===== src/rtl/sonar_ram_arbiter.sv =====
`timescale 1ns/1ps
// sonar_ram_arbiter
//
// Sequencer and arbiter for the simple-dual-port echo buffer RAM
// (write port A, read port B, one cycle of read latency).
//
// Port A is shared by the sonar sample writer and a bulk-clear engine.
// The sample writer always wins. The clear engine sweeps the whole address
// range with CLEAR_VAL, and it only advances on the cycles it actually owns
// the port.
//
// Port B is shared by the video line fetcher and the host readback path.
// Video has priority. Both grants are combinational. The *_rd_valid flags
// are the grants delayed by one cycle, so they line up with ram_dout.
//
// Handshake: a requester raises *_req with a stable address. It keeps both
// stable until it sees its *_gnt high in the same cycle. One cycle later
// the matching *_rd_valid qualifies rd_data. A sample write needs no wait,
// because s_wr_ack is s_wr_req itself.
//
// Optional feature, macro SONAR_RAM_HOST_FAIR_EN:
//   A 3-bit starvation counter tracks how long the host has waited. On the
//   8th waiting cycle the host is granted ahead of video. When the macro is
//   undefined, video priority is strict and no counter exists.
//
// Ports:
//   clk, reset                   system clock, async active-high reset
//   s_wr_req/addr/data, s_wr_ack sample writer
//   clr_start, clr_busy, clr_done bulk-clear control and status
//   v_rd_req/addr, v_rd_gnt, v_rd_valid   video read
//   h_rd_req/addr, h_rd_gnt, h_rd_valid   host read
//   rd_data                      shared read data
//   ram_*                        RAM control pins; ram_dout comes from the RAM
//
// Debug: the clear FSM state is held in 'clr_state' (type clr_state_t).

module sonar_ram_arbiter #(
  parameter int ADDR_W = 12,
  parameter int DATA_W = 8,
  parameter logic [DATA_W-1:0] CLEAR_VAL = '0
) (
  input  logic              clk,
  input  logic              reset,
  input  logic              s_wr_req,
  input  logic [ADDR_W-1:0] s_wr_addr,
  input  logic [DATA_W-1:0] s_wr_data,
  output logic              s_wr_ack,
  input  logic              clr_start,
  output logic              clr_busy,
  output logic              clr_done,
  input  logic              v_rd_req,
  input  logic [ADDR_W-1:0] v_rd_addr,
  output logic              v_rd_gnt,
  output logic              v_rd_valid,
  input  logic              h_rd_req,
  input  logic [ADDR_W-1:0] h_rd_addr,
  output logic              h_rd_gnt,
  output logic              h_rd_valid,
  output logic [DATA_W-1:0] rd_data,
  output logic              ram_cea,
  output logic [ADDR_W-1:0] ram_ada,
  output logic [DATA_W-1:0] ram_din,
  output logic              ram_ceb,
  output logic [ADDR_W-1:0] ram_adb,
  output logic              ram_oce,
  output logic              ram_reseta,
  output logic              ram_resetb,
  input  logic [DATA_W-1:0] ram_dout
);

  localparam logic [ADDR_W-1:0] LAST_ADDR = '1;

  typedef enum logic [1:0] {
    ST_IDLE  = 2'd0,
    ST_CLEAR = 2'd1,
    ST_DONE  = 2'd2
  } clr_state_t;

  clr_state_t        clr_state;
  logic [ADDR_W-1:0] clr_cnt;
  logic              clear_wr;   // the clear engine owns port A this cycle

  // ---------------------------------------------------------------------------
  // Write port A
  // ---------------------------------------------------------------------------
  assign clear_wr = (clr_state == ST_CLEAR) && !s_wr_req;
  assign s_wr_ack = s_wr_req;

  always_comb begin
    ram_cea = 1'b0;
    ram_ada = clr_cnt;
    ram_din = CLEAR_VAL;
    if (s_wr_req) begin
      ram_cea = 1'b1;
      ram_ada = s_wr_addr;
      ram_din = s_wr_data;
    end else if (clr_state == ST_CLEAR) begin
      ram_cea = 1'b1;
    end
  end

  // ---------------------------------------------------------------------------
  // Clear FSM. clr_busy and clr_done are registered together with the state.
  // A sample write during CLEAR freezes the counter. If that sample write
  // targets an address at or above the counter, the sweep later overwrites
  // it. This is intended.
  // ---------------------------------------------------------------------------
  always_ff @(posedge clk or posedge reset) begin
    if (reset) begin
      clr_state <= ST_IDLE;
      clr_cnt   <= '0;
      clr_busy  <= 1'b0;
      clr_done  <= 1'b0;
    end else begin
      case (clr_state)
        ST_IDLE: begin
          clr_done <= 1'b0;
          if (clr_start) begin
            clr_state <= ST_CLEAR;
            clr_cnt   <= '0;
            clr_busy  <= 1'b1;
          end
        end
        ST_CLEAR: begin
          if (clear_wr) begin
            clr_cnt <= clr_cnt + 1'b1;
            if (clr_cnt == LAST_ADDR) begin
              clr_state <= ST_DONE;
              clr_busy  <= 1'b0;
              clr_done  <= 1'b1;
            end
          end
        end
        ST_DONE: begin
          clr_done  <= 1'b0;
          clr_state <= ST_IDLE;
        end
        default: begin
          clr_state <= ST_IDLE;
          clr_busy  <= 1'b0;
          clr_done  <= 1'b0;
        end
      endcase
    end
  end

  // ---------------------------------------------------------------------------
  // Read port B arbitration
  // ---------------------------------------------------------------------------
  logic host_boost;   // host wins over video this cycle

`ifdef SONAR_RAM_HOST_FAIR_EN
  logic [2:0] starve_cnt;

  assign host_boost = h_rd_req && (starve_cnt == 3'd7);

  // The counter counts the host's waiting cycles. Any host grant clears it.
  // When it reaches 7 the host is granted, so it never wraps.
  always_ff @(posedge clk or posedge reset) begin
    if (reset) begin
      starve_cnt <= 3'd0;
    end else if (h_rd_gnt) begin
      starve_cnt <= 3'd0;
    end else if (h_rd_req) begin
      starve_cnt <= starve_cnt + 3'd1;
    end
  end
`else
  assign host_boost = 1'b0;
`endif

  assign v_rd_gnt = v_rd_req && !host_boost;
  assign h_rd_gnt = h_rd_req && (!v_rd_req || host_boost);
  assign ram_ceb  = v_rd_gnt || h_rd_gnt;

  // The read address is combinational while a grant is active. Otherwise
  // it holds the last granted address, so ram_adb does not toggle while
  // the port is idle.
  logic [ADDR_W-1:0] adb_q;

  always_ff @(posedge clk or posedge reset) begin
    if (reset) begin
      adb_q <= '0;
    end else if (ram_ceb) begin
      adb_q <= ram_adb;
    end
  end

  always_comb begin
    ram_adb = adb_q;
    if (v_rd_gnt) begin
      ram_adb = v_rd_addr;
    end else if (h_rd_gnt) begin
      ram_adb = h_rd_addr;
    end
  end

  // ---------------------------------------------------------------------------
  // Read return: one cycle of latency. At most one grant is high, so at most
  // one valid is high.
  // ---------------------------------------------------------------------------
  always_ff @(posedge clk or posedge reset) begin
    if (reset) begin
      v_rd_valid <= 1'b0;
      h_rd_valid <= 1'b0;
    end else begin
      v_rd_valid <= v_rd_gnt;
      h_rd_valid <= h_rd_gnt;
    end
  end

  assign rd_data = ram_dout;

  // ---------------------------------------------------------------------------
  // Static RAM controls
  // ---------------------------------------------------------------------------
  assign ram_oce    = 1'b1;
  assign ram_reseta = reset;
  assign ram_resetb = reset;

endmodule

===== config.mk =====
export PLATFORM = sky130hd
export DESIGN_NAME = sonar_ram_arbiter
export DESIGN_NICKNAME = d
export VERILOG_FILES = /design/src/rtl/sonar_ram_arbiter.sv
export SDC_FILE = /design/constraint.sdc
export NUM_CORES = 1
export LEC_CHECK = 0
export CAP_MARGIN = 20
export CORE_MARGIN = 1.5
export CORE_UTILIZATION = 34
export CTS_CLUSTER_DIAMETER = 60
export DETAILED_ROUTE_END_ITERATION = 6
export GPL_TIMING_DRIVEN = 0
export PLACE_DENSITY = 0.77
export SLEW_MARGIN = 30
export SYNTH_ARGS = -nofsm -noshare
export SYNTH_HDL_FRONTEND = slang
export SYNTH_SLANG_ARGS = --single-unit

===== constraint.sdc =====
create_clock -name clk -period 1.7 [get_ports clk]
set_clock_uncertainty 0.1 [all_clocks]
set_input_delay 0.34 -clock clk [delete_from_list [all_inputs] [get_ports clk]]
set_output_delay 0.34 -clock clk [all_outputs]
set_load 0.01 [all_outputs]

## Yosys cells after proc, flatten, opt, wreduce, memory -nomap -nowiden

Index checks and enable logic that the tools add are counted.
W data, S select, Z words.

| word-level totals | value |
|---|---|
| register bits | 30 |
| latch bits | 0 |
| RAM bits | 0 |
| ROM bits | 0 |
| input bits | 58 |
| output and inout bits | 52 |
| logic and storage cells | 46 |
| memories kept | 0 |

| cells by class | value |
|---|---|
| $add $sub $neg | 1 |
| multiply operators | 0 |
| div/mod/pow operators | 0 |
| $lt $le $gt $ge | 0 |
| equal/unequal tests | 6 |
| shift operators | 0 |
| multiplexer cells | 20 |
| bitwise logic cells | 1 |
| reductions and logical operators | 11 |

Operators with widths:

| operator | number |
|---|---|
| $mux W12 | 5 |
| $pmux W12 S2 | 1 |
| $add A12 B1 Y12 const B | 1 |
| $eq A12 B12 Y1 const B | 1 |
| $mux W1 | 8 |
| $mux W8 | 1 |
| $mux W2 | 3 |
| $reduce_and A3 Y1 | 2 |
| $ne A2 B2 Y1 const B | 2 |
| $pmux W2 S2 | 1 |
| $reduce_and A4 Y1 | 1 |
| $pmux W1 S3 | 1 |
| $eq A2 B1 Y1 const B | 1 |
| $eq A2 B2 Y1 const B | 1 |
| $logic_and A1 B1 Y1 | 2 |
| $logic_not A1 Y1 | 2 |
| $logic_not A2 Y1 | 1 |
| $ne A2 B1 Y1 const B | 1 |
| $reduce_and A2 Y1 | 1 |
| $reduce_bool A2 Y1 | 1 |
| $logic_or A1 B1 Y1 | 1 |
| $not A1 Y1 | 1 |

## Longest topological paths before layout

| depth | value |
|---|---|
| word-level depth | 4 |
| gate-level depth with buffers | 5 |
| gate-level depth less buffers | 5 |

## Worst setup path after synthesis

Ideal clock, no wire load.

| timing | value |
|---|---|
| path kind | input to output |
| from | input port s_wr_req |
| to | output port ram_ada[10] |
| data arrival time | 1273 ps |
| data required time | 1260 ps |
| path slack | -13 ps |
| cell stages on the path | 3 |
| path buffers | 2 |
| path through | clkbuf_1 > clkbuf_1 > mux2_2 |

| between the ends | value |
|---|---|
| longest elaborated chain between the ends | 1 |

Ends and longest elaborated chain:

| element | line | RTL |
|---|---|---|
| start, declared | 44 | `input logic s_wr_req,` |
| $mux W12 | 93 | `if (s_wr_req) begin` |
| end, declared | 61 | `output logic [ADDR_W-1:0] ram_ada,` |

Every way passes these cells.

## Final worst setup path

| timing | value |
|---|---|
| from | register clr_state[0] |
| to | register clr_cnt[6] |

| between the ends | value |
|---|---|
| longest elaborated chain between the ends | 4 |
| elaborated cells between the ends (all ways) | 8 |
| those cells by class | eq/ne: 3; mux: 1; reduce/logical: 4 |

Ends and longest elaborated chain:

| element | line | RTL |
|---|---|---|
| start, declared | 79 | `clr_state_t clr_state;` |
| start signal, assigned | 110 | `clr_state <= ST_IDLE;` |
| start signal, assigned | 119 | `clr_state <= ST_CLEAR;` |
| start signal, assigned | 128 | `clr_state <= ST_DONE;` |
| $eq A2 B1 Y1 | 86, 115 |  |
| $logic_and A1 B1 Y1 | 86 | `assign clear_wr = (clr_state == ST_CLEAR) && !s_wr_req;` |
| $ne A2 B2 Y1 (no source line) | -- |  |
| $reduce_and A3 Y1 (no source line) | -- |  |
| end signal, assigned | 126 | `clr_cnt <= clr_cnt + 1'b1;` |
| end, declared | 80 | `logic [ADDR_W-1:0] clr_cnt;` |

Several ways; a longest one is shown, not always the timed one.
A chain may end at the register's enable or synchronous reset.

==> reports/results.ini <==
[outcome]
outcome=finished with violations
failed_checks=negative setup slack

[logic_synthesis]
syn_area_mm2=0.00181
synthesized_instance_count=201
synth-seq-cells=30
synth.avg_cell_area_um2=8.98
synth_largest_area_cell=dfrtp_1
synthesis.nets=260
number_of_distinct_library_cell_variants_in_the_gate_level_netlist_after_synthesis=35
synth_sequential_area_ratio_pct=41.6
post_synth_main_area_contributors=dfrtp_1 (42%), o21ai_0 (10%), mux2i_1 (6.7%)
post-synth-top-area-fraction_pct=41.6
synth_warnings=0

[cts]
cts-htree-levels=2
worstSkewPairLatency_ns=0.28
cts_inserted_buffers=5
cts_tree=yes
cts_hold_repair.buffers=0
clkTransAtPathRegs_ns=0.07
cts.sinks=30
cts_root_buffer=clkbuf_8
clock_tree.buffer_depth=2

[sta]
timing.hold.ws_ns=0.101
slew_viol_final=0
timing_hold_violations_final=0
timing.final.ws_setup_ns=-0.0475
unrepaired_setup_endpoints_after_global_routing=yes
fmaxAchievable_ghz=0.572
timing.final.crit_period_ns=1.75
finalSetupViolCount=5
worst_slew_margin_rel_pct=57.8
final_min_period_over_clock_period_pct=103
max_slew.worst_pin.slew_ns=0.632

[power]
post_route_total_power_uw=2220
power.density_mw_per_mm2=707
peakVddDrop_mv=0.507
p_leak_uw=0.00143

[worst_setup_path]
crit_buf_inv=0
critPathMaxFanout=6
timing.critical_path.arrival_ns=1.85
stages_on_worst_setup_path=4
reg2reg_setup_slack_ns=-0.05
worst_setup_path_start_kind=flop
critical_path.cell_chain=nand2b_4, a2111o_1, or3_1, a21oi_1
cp-end-kind=flop
critPathSlowestCell=a2111o_1
path_class=reg -> reg
rr_worst_depth=4
maximum_single_stage_delay_on_the_critical_path_ns=0.48
critical-path-top-delay-family=compound AO/OA/AOI/OAI gates
cp.required_ns=1.80

[placed_design]
gp_congestion=0.784
dp_cells=370
port-buffer-count=99
detailed_place_hpwl_mm=3.71

[global_route]
grt.total_usage_pct=18.2
globalRoute.totalOverflow=0
grt_antenna_before_repair=0
grt_pass1_vias=1852
grt_max_degree=31
grt_pass1_wl_mm=7.85

[floorplanning]
chipWidth_um=75.9
start_util_pct=35.4
core-area_mm2=0.00511
row_count=26
die_h_um=75.9
die_area_mm2=0.00576
pin_count=110

[layout]
final_cells=395
final_layout_size_suffix_gt1_share_pct=30.2
num-nets-final=383
layout_commonest_cell=clkdlybuf4s50_1
layout.core_utilization_pct=61.4
insertedDiodeCount=0
area_growth_pct=73.7
top_library_cells_by_usage_in_the_layout_fill_and_taps_aside=clkdlybuf4s50_1 (58), o21ai_0 (29), dfrtp_1 (29)

[route]
detailroute.via_count=1888
drt_pass1_iterations=6
vias_per_cell=4.78
antenna_left=0
drtIter0Drc=88
sum_of_routed_wire_length_over_all_layers_mm=5.10
wl_per_cell_um=12.9
drc=0

[flow_run]
max_cap_viol_count=0

[hold_path]
hp-class=in -> async

==> Yosys cell counts <==
master,n
mux2_2,8
a2111oi_0,1
xnor2_1,3
nand2_1,19
nand3b_1,1
mux2i_1,12
nor4_1,1
or2_2,1
a2111o_1,1
buf_4,13
clkbuf_1,10
a31o_2,3
dfrtp_1,30
buf_2,1
ha_1,1
and3_1,1
a22o_1,1
nor2_1,10
nand2b_4,1
a21oi_1,8
nand2b_1,3
or2b_1,1
nor2b_1,1
nand3_1,5
nor3_1,2
o21ai_0,37
nor4b_1,1
nor3b_1,1
a2111oi_4,1
a21o_1,1
nand4_1,2
inv_1,7
and2_1,9
conb_1,1
or3_1,3
==> metal layers <==
| layer | global-route usage, % | vias up | share of wire [%] |
|---|---|---|---|
| li1 | - | 927 | - |
| met1 | 17.9 | 863 | 38 |
| met2 | 34.1 | 91 | 51 |
| met3 | 6.61 | 7 | 10 |
| met4 | 7.74 | 0 | 1.3 |
| met5 | 0 | - | 0 |
==> worst paths after layout <==
path                                    from           end
worst max-delay path            clr_state[0]    clr_cnt[6]
worst min-delay path                   reset     adb_q[10]
worst max register to register  clr_state[0]    clr_cnt[6]
worst min register to register      clr_busy      clr_busy
max in group asynchronous              reset  clr_state[0]
min in group clk                    v_rd_req    v_rd_valid
==> registers in the layout (all words and copies together), names as in the netlist <==
| signal | count |
|---|---|
| h_rd_valid | 1 |
| clr_busy | 1 |
| clr_cnt | 12 |
| adb_q | 12 |
| v_rd_valid | 1 |
| clr_done | 1 |
| clr_state | 2 |
==> report_power, final <==
group | internal, µW | switching (µW) | total, µW
Clock | 326 | 259 | 584
Sequential | 810 | 90.5 | 901
Combinational | 421 | 311 | 732
==> kinds of logic after synthesis <==
kind of cell,share of synthesized area [%]
buffers and inverters,9.22
multiplexers,11.6
XOR/XNOR,1.46
adder cells (fa/ha/maj),0.693
other,0.208
flip-flops,41.6
AND/OR/NAND/NOR,17.7
AO/OA/AOI/OAI,17.5
==> area by class of cell <==
class                   count  area [µm²]
fillers                   469        1970
repair buffers            117        1040
multi-input cells         140         931
flip-flops and latches     30         752
plain buffers              23         205
well taps                  70        87.6
clock buffers               7        86.3
inverters                   7        26.3
clock inverters             1        5.00
==> what timing repair did <==
item                                    in CTS  in global routing
endpoints found under the setup margin      50                 38
hold endpoints to repair                     0                  0
cloned                                       0                  0
pin swaps                                    1                  1
resized for setup                          135                 29
buffers inserted                            15                  3
==> per-stage QoR <==
stage	TNS (ns)	instance area [µm²]	setup slack [ns]
finish	-0.133	3140	-0.0475
global route	-0.733	3140	-0.131
CTS	-0.160	3120	-0.0557
detailed placement	-42.02	2890	-1.11
global placement	-47.61	2890	-1.12
floorplan	0	1810	0.0215
Note: power is estimated with default switching activity, not from simulation.
==> patch: new RTL, same settings <==
Encoding of `clr_state_t`: now one-hot (3 bits for 3 states).
--- a/src/rtl/sonar_ram_arbiter.sv
+++ b/src/rtl/sonar_ram_arbiter.sv
@@ -71,8 +71,8 @@
   localparam logic [ADDR_W-1:0] LAST_ADDR = '1;
 
-  typedef enum logic [1:0] {
-    ST_IDLE  = 2'd0,
-    ST_CLEAR = 2'd1,
-    ST_DONE  = 2'd2
+  typedef enum logic [2:0] {
+    ST_IDLE  = 3'b001,
+    ST_CLEAR = 3'b010,
+    ST_DONE  = 3'b100
   } clr_state_t;
 
Check against the original RTL: no difference found for any inputs over 10 cycles, from zero or initial values and one cycle with reset high; not proved beyond that.
==> patch against the unedited design <==
The run still ends with setup timing left. Power about the same. Via count increased by 2.1%. Synthesized cell count decreased by 2.0%. Worst setup slack got worse by 0.019 ns. Sequential cell count increased by 1. Register-to-register slack improved by 0.06 ns. Worst hold slack improved by 0.017 ns. Wire length increased by 13%. Design area increased by 1.4%. Synthesized area increased by 3.3%.
==> patch: results (changes against the unedited design) <==
Power and ir drop
  – Lkg Pwr: 1.50 nW (+4.9%)
  – Combinational share of power: 34.7% (+1.7 points)
  – Clock power frac: 24.9% (-1.5 points)
  – Worst VDD drop: 0.000437 V (-14%)
  – PD cells: 697 mW/mm² (-1.4%)
  – Pint: 1.54 mW (-1.0%)

STA
  – Setup TNS: -0.0665 ns (+0.0667 ns)
  – Worst setup margin: -0.0665 ns (-0.0190 ns)
  – Slew headroom: 55.7% (-2.0 points)
  – Final setup violation count: 1 (-4)

Final layout
  – Fin nets: 376 (-1.8%)
  – Largest registers: adb_q (12), clr_cnt (12), clr_state (3)
  – Non-filler instance count after layout: 388 (-1.8%)
  – Fill cells: 449 (-4.3%)

Synthesis
  – Library cells used by synthesis: 41 (+17%)
  – Synth Area in Compound Gates: 10.3% (-7.1 points)
  – Synth Area in Adders: 0.671% (-0.022 points)
  – Mux cell area share after synthesis: 17.4% (+5.8 points)
  – Post-Synth XOR/XNOR Area: 0.470% (-0.99 points)
  – Syn avg cell area: 9.46 µm² (+5.4%)
  – Top post-synthesis cells by area: dfrtp_1, mux2i_1, o21ai_0
  – Register area share after synthesis: 41.7% (+0.098 points)
  – Syn Nets: 256 (-1.5%)
  – Top post-synthesis cells by count: dfrtp_1, o21ai_0, nand2_1

Clocking
  – Maximum buffer depth of the clock tree: 2 (unchanged)
  – Post_cts resized: 148 (+9.6%)
  – Clk root buf: clkbuf_8
  – Reg clk slew, reported paths: 0.06 ns

Global routing
  – Met1 Resource Use GR: 24.3% (+6.4 points)
  – Met3 Use GR: 5.00% (-1.6 points)
  – Vias in the first global route: 1936 (+4.5%)
  – GRT Total Usage: 19.9% (+1.7 points)
  – First-pass GRT wire length: 9290 µm (+18%)
  – Grt met2 use: 34.2% (+0.14 points)

Place
  – Place WS: -1.17 ns (-0.0608 ns)
  – Hpwl dp: 3950 µm (+6.5%)
  – Dpl cells: 366 (-1.1%)
  – Gpl congestion: 0.785 (+0.18%)

Routing
  – Vias per std cell: 4.97 (+4.0%)
  – M1 WL: 2480 µm (+29%)
  – Drt initial violations: 94 (+6.8%)
  – Routed WL: 5780 µm (+13%)
  – WL met2: 2930 µm (+13%)
  – Met3 wire len: 286 µm (-45%)

Outcome
  – Run status: finished with violations
  – Failing checks: setup timing

Worst setup path
  – Largest fanout on the critical path: 4 (-2)
  – WP data arrival: 1.33 ns (-0.52 ns)

Min path
  – Hold Crit Class: in -> async
==> patch: per-stage QoR <==
stage / util (%) / area, µm²
floorplan: - / 1870
global placement: 56.6 / 2950
detailed placement: 56.6 / 2950
CTS: 60.9 / 3170
global route: 61.1 / 3180
finish: 61.1 / 3180
==> patch: area by class of cell <==
class	count	share of cell area, %
multi-input combinational	139	31.1
clock buffer	7	2.40
sequential	31	24.6
clock inverter	1	0.157
timing repair buffer	117	32.5
tap	70	2.75
inverter	2	0.236
buffer	21	6.14
==> patch: final timing paths <==
path                              startpoint           end  slack, ns
min in group clk                    v_rd_req    v_rd_valid       0.24
worst min-delay path                   reset      clr_busy       0.12
worst max register to register  clr_state[2]    clr_cnt[8]       0.01
max in group asynchronous              reset  clr_state[1]       0.91
worst min register to register   clr_cnt[11]   clr_cnt[11]       0.40
worst max-delay path            clr_state[2]       ram_cea      -0.07
==> patch: critical path, cell delays in order (launching register included) <==
cell and delay [ns]:
dfrtp_2 0.44, or3b_4 0.41, nand2b_1 0.08, buf_2 0.12
